### src/rtl/uart_line_loader_pkg.sv
// Shared definitions for the UART line loader: command bytes, ASCII digit
// bounds, parser state encoding and panel-setting reset values.
package uart_line_loader_pkg;

    localparam logic [7:0] CMD_LINE   = 8'h4C;  // 'L'
    localparam logic [7:0] CMD_BRIGHT = 8'h42;  // 'B'
    localparam logic [7:0] CMD_RGBEN  = 8'h45;  // 'E'
    localparam logic [7:0] ASCII_0    = 8'h30;  // '0'
    localparam logic [7:0] ASCII_9    = 8'h39;  // '9'

    localparam logic [5:0] BRIGHT_RESET = 6'h3F;
    localparam logic [2:0] RGB_RESET    = 3'b111;

    typedef enum logic [2:0] {
        ST_IDLE,
        ST_ROW_HI,
        ST_ROW_LO,
        ST_DATA,
        ST_BRIGHT,
        ST_RGBEN
    } state_e;

    // True for the ASCII characters '0'..'9'.
    function automatic logic is_digit(input logic [7:0] b);
        return (b >= ASCII_0) && (b <= ASCII_9);
    endfunction

endpackage

### src/rtl/uart_line_loader_timeout.sv
// Inter-byte watchdog for the line loader: a loadable down-counter that
// flags expiry once it has counted down to zero while enabled.
module loader_timeout #(
    parameter int WIDTH = 20,
    parameter int TICKS = 1000000
) (
    input  logic clk_in,
    input  logic reset_n,
    input  logic reload_i,
    input  logic enable_i,
    output logic expired_o
);

    localparam logic [WIDTH-1:0] LOAD = WIDTH'(TICKS);
    localparam logic [WIDTH-1:0] ONE  = WIDTH'(1);

    logic [WIDTH-1:0] count_q;
    logic [WIDTH-1:0] count_d;

    // Reload wins over counting; the counter parks at zero rather than wrapping.
    always_comb begin
        count_d = count_q;
        if (reload_i) begin
            count_d = LOAD;
        end else if (enable_i && (count_q != '0)) begin
            count_d = count_q - ONE;
        end
    end

    // Counter register.
    always_ff @(posedge clk_in or negedge reset_n) begin
        if (!reset_n) begin
            count_q <= LOAD;
        end else begin
            count_q <= count_d;
        end
    end

    assign expired_o = (count_q == '0);

endmodule

### src/rtl/uart_line_loader.sv
// Parses the matrix UART byte stream into framebuffer row writes ('L'),
// brightness mask updates ('B') and channel enable updates ('E').
module uart_line_loader
    import uart_line_loader_pkg::*;
#(
    parameter int ROWS          = 32,
    parameter int BYTES_PER_ROW = 128,
    parameter int ADDR_WIDTH    = 12,
    parameter int TIMEOUT_WIDTH = 20,
    parameter int TIMEOUT_TICKS = 1000000
) (
    input  logic                  clk_in,
    input  logic                  reset_n,
    input  logic [7:0]            rx_data,
    input  logic                  rx_valid,
    output logic [ADDR_WIDTH-1:0] ram_address,
    output logic [7:0]            ram_data_out,
    output logic                  ram_write_enable,
    output logic                  ram_clk_enable,
    output logic [5:0]            brightness_enable,
    output logic [2:0]            rgb_enable,
    output logic                  busy,
    output logic                  line_done,
    output logic                  cmd_error,
    output logic [2:0]            state_dbg
);

    localparam int IDX_W = $clog2(BYTES_PER_ROW);
    localparam int ROW_W = ADDR_WIDTH - IDX_W;
    localparam logic [IDX_W-1:0] IDX_LAST = IDX_W'(BYTES_PER_ROW - 1);
    localparam logic [IDX_W-1:0] IDX_ONE  = IDX_W'(1);
    localparam logic [6:0]       ROWS_7   = 7'(ROWS);

    state_e                  state_q;
    logic [3:0]              tens_q;
    logic [ROW_W-1:0]        row_q;
    logic [IDX_W-1:0]        idx_q;
    logic [ADDR_WIDTH-1:0]   addr_q;
    logic [7:0]              data_q;
    logic                    we_q;
    logic                    done_q;
    logic                    err_q;
    logic [5:0]              bright_q;
    logic [2:0]              rgb_q;
    logic [6:0]              row_sum;
    logic                    tmo_expired;

    // Decimal row number: the low nibble of an ASCII digit is its value.
    assign row_sum = ({3'b000, tens_q} * 7'd10) + {3'b000, rx_data[3:0]};

    loader_timeout #(
        .WIDTH (TIMEOUT_WIDTH),
        .TICKS (TIMEOUT_TICKS)
    ) u_timeout (
        .clk_in    (clk_in),
        .reset_n   (reset_n),
        .reload_i  (rx_valid),
        .enable_i  (state_q != ST_IDLE),
        .expired_o (tmo_expired)
    );

    // Parser FSM plus the one-stage write pipeline; a byte in the expiry cycle wins over the abort.
    always_ff @(posedge clk_in or negedge reset_n) begin
        if (!reset_n) begin
            state_q  <= ST_IDLE;
            tens_q   <= '0;
            row_q    <= '0;
            idx_q    <= '0;
            addr_q   <= '0;
            data_q   <= '0;
            we_q     <= 1'b0;
            done_q   <= 1'b0;
            err_q    <= 1'b0;
            bright_q <= BRIGHT_RESET;
            rgb_q    <= RGB_RESET;
        end else begin
            we_q   <= 1'b0;
            done_q <= 1'b0;
            err_q  <= 1'b0;
            if (rx_valid) begin
                case (state_q)
                    ST_IDLE: begin
                        case (rx_data)
                            CMD_LINE:   state_q <= ST_ROW_HI;
                            CMD_BRIGHT: state_q <= ST_BRIGHT;
                            CMD_RGBEN:  state_q <= ST_RGBEN;
                            default:    state_q <= ST_IDLE;
                        endcase
                    end
                    ST_ROW_HI: begin
                        if (is_digit(rx_data)) begin
                            tens_q  <= rx_data[3:0];
                            state_q <= ST_ROW_LO;
                        end else begin
                            err_q   <= 1'b1;
                            state_q <= ST_IDLE;
                        end
                    end
                    ST_ROW_LO: begin
                        if (is_digit(rx_data) && (row_sum < ROWS_7)) begin
                            row_q   <= row_sum[ROW_W-1:0];
                            idx_q   <= '0;
                            state_q <= ST_DATA;
                        end else begin
                            err_q   <= 1'b1;
                            state_q <= ST_IDLE;
                        end
                    end
                    ST_DATA: begin
                        we_q   <= 1'b1;
                        addr_q <= {row_q, idx_q};
                        data_q <= rx_data;
                        idx_q  <= idx_q + IDX_ONE;
                        if (idx_q == IDX_LAST) begin
                            done_q  <= 1'b1;
                            state_q <= ST_IDLE;
                        end
                    end
                    ST_BRIGHT: begin
                        bright_q <= rx_data[5:0];
                        state_q  <= ST_IDLE;
                    end
                    ST_RGBEN: begin
                        rgb_q   <= rx_data[2:0];
                        state_q <= ST_IDLE;
                    end
                    default: state_q <= ST_IDLE;
                endcase
            end else if ((state_q != ST_IDLE) && tmo_expired) begin
                err_q   <= 1'b1;
                state_q <= ST_IDLE;
            end
        end
    end

    assign ram_address       = addr_q;
    assign ram_data_out      = data_q;
    assign ram_write_enable  = we_q;
    assign ram_clk_enable    = we_q;
    assign brightness_enable = bright_q;
    assign rgb_enable        = rgb_q;
    assign busy              = (state_q != ST_IDLE);
    assign line_done         = done_q;
    assign cmd_error         = err_q;
    assign state_dbg         = state_q;

endmodule

### config.mk
export PLATFORM = sky130hd
export DESIGN_NAME = uart_line_loader
export DESIGN_NICKNAME = d
export VERILOG_FILES = /design/src/rtl/uart_line_loader_pkg.sv /design/src/rtl/uart_line_loader_timeout.sv /design/src/rtl/uart_line_loader.sv
export SDC_FILE = /design/constraint.sdc
export NUM_CORES = 1
export LEC_CHECK = 0
export CAP_MARGIN = 20
export CORE_MARGIN = 2
export CORE_UTILIZATION = 49
export DETAILED_ROUTE_END_ITERATION = 7
export HOLD_SLACK_MARGIN = 0.03
export PLACE_DENSITY = 0.78
export SLEW_MARGIN = 20
export SYNTH_ARGS = -nofsm -noshare
export SYNTH_HDL_FRONTEND = slang
export SYNTH_SLANG_ARGS = --single-unit
### constraint.sdc
create_clock -name clk_in -period 2.5 [get_ports clk_in]
set_input_delay 0.5 -clock clk_in [delete_from_list [all_inputs] [get_ports clk_in]]
set_output_delay 0.5 -clock clk_in [all_outputs]
set_load 0.005 [all_outputs]
; Word level (Yosys, flattened, before mapping)
; Cells that the tools add are included.
[totals]
regBits = 71
inputBits = 11
output_inout_bits = 37
elab_cells = 69
[op_classes]
add_sub_neg = 3
n_mul = 1
order_cmp = 3
eq_ne = 11
n_mux = 21
n_reduce_logical = 18
[op_table]
columns = op, count
row1 = two-way mux 20 bit, 2
row2 = "equality test 8 x 7 -> 1 bit, second input constant", 3
row3 = logical NOT 20 bit, 1
row4 = nonzero test 20 bit, 1
row5 = "subtractor 20 x 1 -> 20 bit, second input constant", 1
row6 = one-hot mux 7 bit (2 select lines), 1
row7 = one-hot mux 3 bit (4 select lines), 1
row8 = two-way mux 1 bit, 9
row9 = two-way mux 3 bit, 3
row10 = one-hot mux 3 bit (3 select lines), 1
row11 = AND reduction 3 bit, 3
row12 = "greater-or-equal comparator 8 x 6 -> 1 bit, second input constant", 1
row13 = "<= comparator 8 x 6 -> 1 bit, second input constant", 1
row14 = AND reduction 2 bit, 4
row15 = "adder 7 x 1 -> 7 bit, second input constant", 1
row16 = adder 7 x 4 -> 7 bit, 1
row17 = "equality test 7 bit, second input constant", 1
row18 = "less-than comparator 7 x 6 -> 1 bit, second input constant", 1
row19 = two-way mux 7 bit, 1
row20 = "equality test 3 x 2 -> 1 bit, second input constant", 2
row21 = "equality test 3 bit, second input constant", 2
row22 = "multiplier 4 x 3 -> 6 bit, second input constant", 1
row23 = nonzero test 2 bit, 3
row24 = logical AND 1 bit, 4
row25 = 7 further kinds, 8

; Longest topological paths before layout
[depth]
depth_word = 7
depth_mapped = 8
mapped_depth_nobuf = 8

; Cells and area by module
; A second synthesis with hierarchy kept.
[unflattened]
cells_unflattened = 369
area_unflattened_um2 = 3759.9
[modules_own_cells]
columns = mod, instances, cells_per_inst, area_each_um2, seq_area_each_um2
row1 = uart_line_loader, 1, 237, 2491.1, 1287.5
row2 = loader_timeout, 1, 132, 1268.7, 509.2

; Worst setup path before layout
; Ideal clock, no wire load.
[synth_path]
path_type = reg2reg
startpoint = register tens_q[1]
endpoint = register row_q[0]
setup_ns = 0.125
arrival_time_ns = 2.341
required_time_ns = 2.375
path_slack_ns = 0.035
stages_incl_launch_ff = 9
path_buffers = 0
synth_period_minus_slack_ns = 2.465
cell_sequence = dfrtp_1 -> ha_1 -> ha_1 -> fa_1 -> nand2_1 -> a21oi_1 -> xnor2_1 -> nand4_1 -> mux2_2
[synth_via]
elab_chain_len = 5
[synth_rtl]
columns = element, line
row1 = "start, declared", uart_line_loader.sv:35  ; logic [3:0] tens_q;
row2 = "start signal, assigned", uart_line_loader.sv:92  ; tens_q <= rx_data[3:0];
row3 = multiplier 4 x 3 -> 6 bit, uart_line_loader.sv:49  ; assign row_sum = ({3'b000, tens_q} * 7'd10) + {3'b000, rx_data[3:0]};
row4 = adder 7 x 4 -> 7 bit, uart_line_loader.sv:49
row5 = less-than comparator 7 x 6 -> 1 bit, uart_line_loader.sv:100  ; if (is_digit(rx_data) && (row_sum < ROWS_7)) begin
row6 = logical AND 1 bit, uart_line_loader.sv:100
row7 = AND reduction 3 bit (no line), -
row8 = "end signal, assigned", uart_line_loader.sv:101  ; row_q <= row_sum[ROW_W-1:0];
row9 = "end, declared", uart_line_loader.sv:36  ; logic [ROW_W-1:0] row_q;
; No other way between the ends.
; A chain may end at the register's enable or synchronous reset.

; Final worst setup path
[layout_path]
startpoint = register tens_q[3]
endpoint = register row_q[3]
; Same word-level chain as after synthesis.

==> flow_summary.yaml <==
outcome:
  status: "finished clean"
logic_synthesis:
  yosysSeqAreaShare_pct: 51.18
  synth_cell_types: 58
  synth_top_family_by_area: "simple AND/OR/NAND/NOR gates"
  yosysTopAreaCellShare_pct: 39.20
  syn_avg_cell_area_um2: 10.15
  synth-edff-count: 0
  synth_top_flop_cell: "dfrtp_1"
  synth_top_area_cell: "dfrtp_1"
  muxShareOfSynthArea_pct: 6.058
  synthTopCellsByArea: "dfrtp_1 39%, dfstp_2 12%, nand2_1 7.5%, mux2_2 5.8%, ha_1 3.2%"
  synth_fp_nets: 368
  yosys_warnings: 0
  ys_seq_elements: 71
  synthSimpleGateAreaFrac_pct: 21.42
  syn_inst: 346
  synth_compound_gate_area_share_pct: 10.01
  async_reset_ff_share_pct: 100.0
  synth-adder-area-share_pct: 4.348
  syn_area_um2: 3511
  synthXorXnorAreaFrac_pct: 3.493
worst_setup_path:
  r2r-start: "tens_q[3]"
  cp.arrival_ns: 2.70
  start_kind: "flip-flop"
  crit_fanout: 6
  end_kind: "flip-flop"
  path_depth: 9
  crit_family: "adder cells"
  rr_endpoint: "row_q[3]"
  crit_path_max_incr_delay_ns: 0.53
  r2r_slack_ns: 0.03
  path_cells: "ha_1 -> ha_2 -> fa_1 -> nand2_1 -> a21oi_2 -> xnor2_2 -> nand4_1 -> buf_6 -> mux2_2"
  critPathLaunch: "tens_q[3]"
  r2r_cells: 9
  crit_type: "reg2reg"
  crit_slowest_cell: "fa_1"
  critPathBufInv: 1
  cp.required_ns: 2.74
  crit_path_end: "row_q[3]"
clocking:
  worstSkewPairLatency_ns: 0.35
  clockBufferDepth: 2
  cts_buffers: 9
  cts-htree-levels: 3
  cts_tree: "built"
  cts.sink_count: 71
  clkTransAtPathRegs_ns: 0.08
  root_buffer: "clkbuf_8"
  cts_hold_buf: 0
detailed_routing:
  wl_per_cell_um: 15.40
  vias_per_cell: 5.458
  drc: 0
  finalWirelength_um: 7964
  vias: 2822
  firstDrtPassIters: 5
  drt_iter0_drc: 160
  drt.antenna.violating_nets: 0
hold_path:
  hp-class: "in2async"
placed_design:
  hpwlAfterDp_um: 5616
  dp.cells: 499
  port_buffers: 47
  pre_cts_slack_ns: -0.4493
  placed_area_um2: 4204
  place_congestion: 0.8703
timing:
  setup_viol: 0
  hold_slack_ns: 0.1678
  setup_ws_ns: 0.03152
  setup_tns_ns: 0
  hold_viol: 0
  worst_pin_slew_ns: 0.6318
  slew_headroom_pct: 57.88
  fin_crit_ns: 2.468
  skew_ns: 0.01155
  finalMaxSlewViolations: 0
  fmax_mhz: 405.1
  finalCritPeriodShare_pct: 98.74
  rsz0062_at_grt: "yes"
floorplanning:
  num_io_pins: 48
  die_y_um: 88.65
  dieArea_um2: 7858
  rows: 30
  initial_core_util_pct: 51.11
  die_x_um: 88.65
  core_area_um2: 6869
grt:
  grt_util_all_layers_pct: 22.03
  globalRouteOverflowTotal: 0
  first_global_vias: 2752
  antenna_found_initial: 0
  grt_start_max_net_pins: 33
  grt_pass1_wl_um: 13230
pwr:
  peakVddDrop_mv: 0.4705
  post-layout-total-power_mw: 2.465
  powerDensity_nw_per_um2: 548.5
  total_leakage_power_nw: 2.064
layout:
  syn_to_final_growth_pct: 28.01
  drive_gt1_share_pct: 22.57
  diodes: 0
  nets: 438
  final_util_pct: 65.43
  stdcell_area_um2: 4494
  n_fill_cell: 519
  instances_no_fill: 517
job:
  drv_cap: 0
==> metal layers <==
layer  GRT usage [%]  vias to the layer above  wire [um]
met5               0                        -          0
met4           9.091                        0        195
met3           5.317                       13        277
met2           34.67                       64       3956
met1           29.37                     1389       3534
li1                -                     1356          -
==> what timing repair did <==
item                                    CTS  global route
pin swaps                                 6             1
endpoints found under the setup margin    7            15
resized for setup                         4             4
setup buffers                             1             1
==> where the power goes <==
group | internal (mW) | switching, mW
combinational | 0.0780 | 0.0859
sequential | 1.17 | 0.0128
clock | 0.666 | 0.452
total | 1.91 | 0.550
==> worst min-delay path by stage <==
stage	endpoint	slack, ns	depth (start not counted)
floorplan	cmd_error	0.20	0
CTS	ram_data_out[7]	0.19	1
detailed placement	ram_address[10]	0.46	2
finish	u_timeout.count_q[8]	0.17	1
global placement	ram_data_out[0]	0.46	2
global route	idx_q[5]	0.21	1
==> cell usage after synthesis, types with 5 or more instances <==
cell type and n:
nand4_1 6, a21oi_1 20, dfstp_2 16, o31ai_1 6, nor3_1 6, nand2_1 70, nor2_1 26, xor2_1 6
nand3_1 14, xnor2_1 8, mux2_2 18, ha_1 9, clkbuf_1 5, inv_1 11, or4_1 5, dfrtp_1 55
==> area by class of cell <==
type / instances / area (um^2) / share of cell area, %
clock inverters: 7 / 121.4 / 2.700
well taps: 96 / 120.1 / 2.673
inverters: 12 / 45.04 / 1.002
flip-flops and latches: 71 / 1797 / 39.98
repair buffers: 72 / 671.9 / 14.95
multi-input cells: 250 / 1615 / 35.94
clock buffers: 9 / 123.9 / 2.756
==> logic make-up after synthesis <==
logic type | Yosys count
and+or+nand+nor | 154
DFF | 71
AOI/OAI and AO/OA | 52
buffers and inverters | 25
muxes | 19
xor gates and xnor gates | 14
adders and majority gates | 11
==> sequential cells by signal, summed over array words and instances, names as in the netlist <==
register and count:
state_dbg 3, row_q 5, ram_clk_enable 1, ram_address 12, tens_q 4, line_done 1
rgb_enable 3, idx_q 7, brightness_enable 6, cmd_error 1, ram_data_out 8, u_timeout.count_q 20
==> cells in the final DEF (no fill, tap or decap), types with 2 or more instances in the layout <==
cell and n:
buf_4 23, mux2_2 18, a21oi_1 18, xor2_1 6, nor2_1 26, xnor2_1 7, o21ai_0 3, clkinv_4 3
clkdlybuf4s50_1 45, bufinv_16 3, o31ai_1 6, nor4_1 4, a31oi_1 2, nand2_1 70, a211oi_1 4, a21oi_2 2
fa_1 2, inv_1 11, or4_1 5, nor2b_1 3, nor3_2 3, clkbuf_8 9, dfrtp_1 55, nand4_1 6
nor3_1 5, ha_1 8, nand3_1 14, o311a_1 3, and3_1 4, dfstp_2 16, or3_1 3, a31o_2 2
No activity file was read; power rests on OpenSTA's default activity.
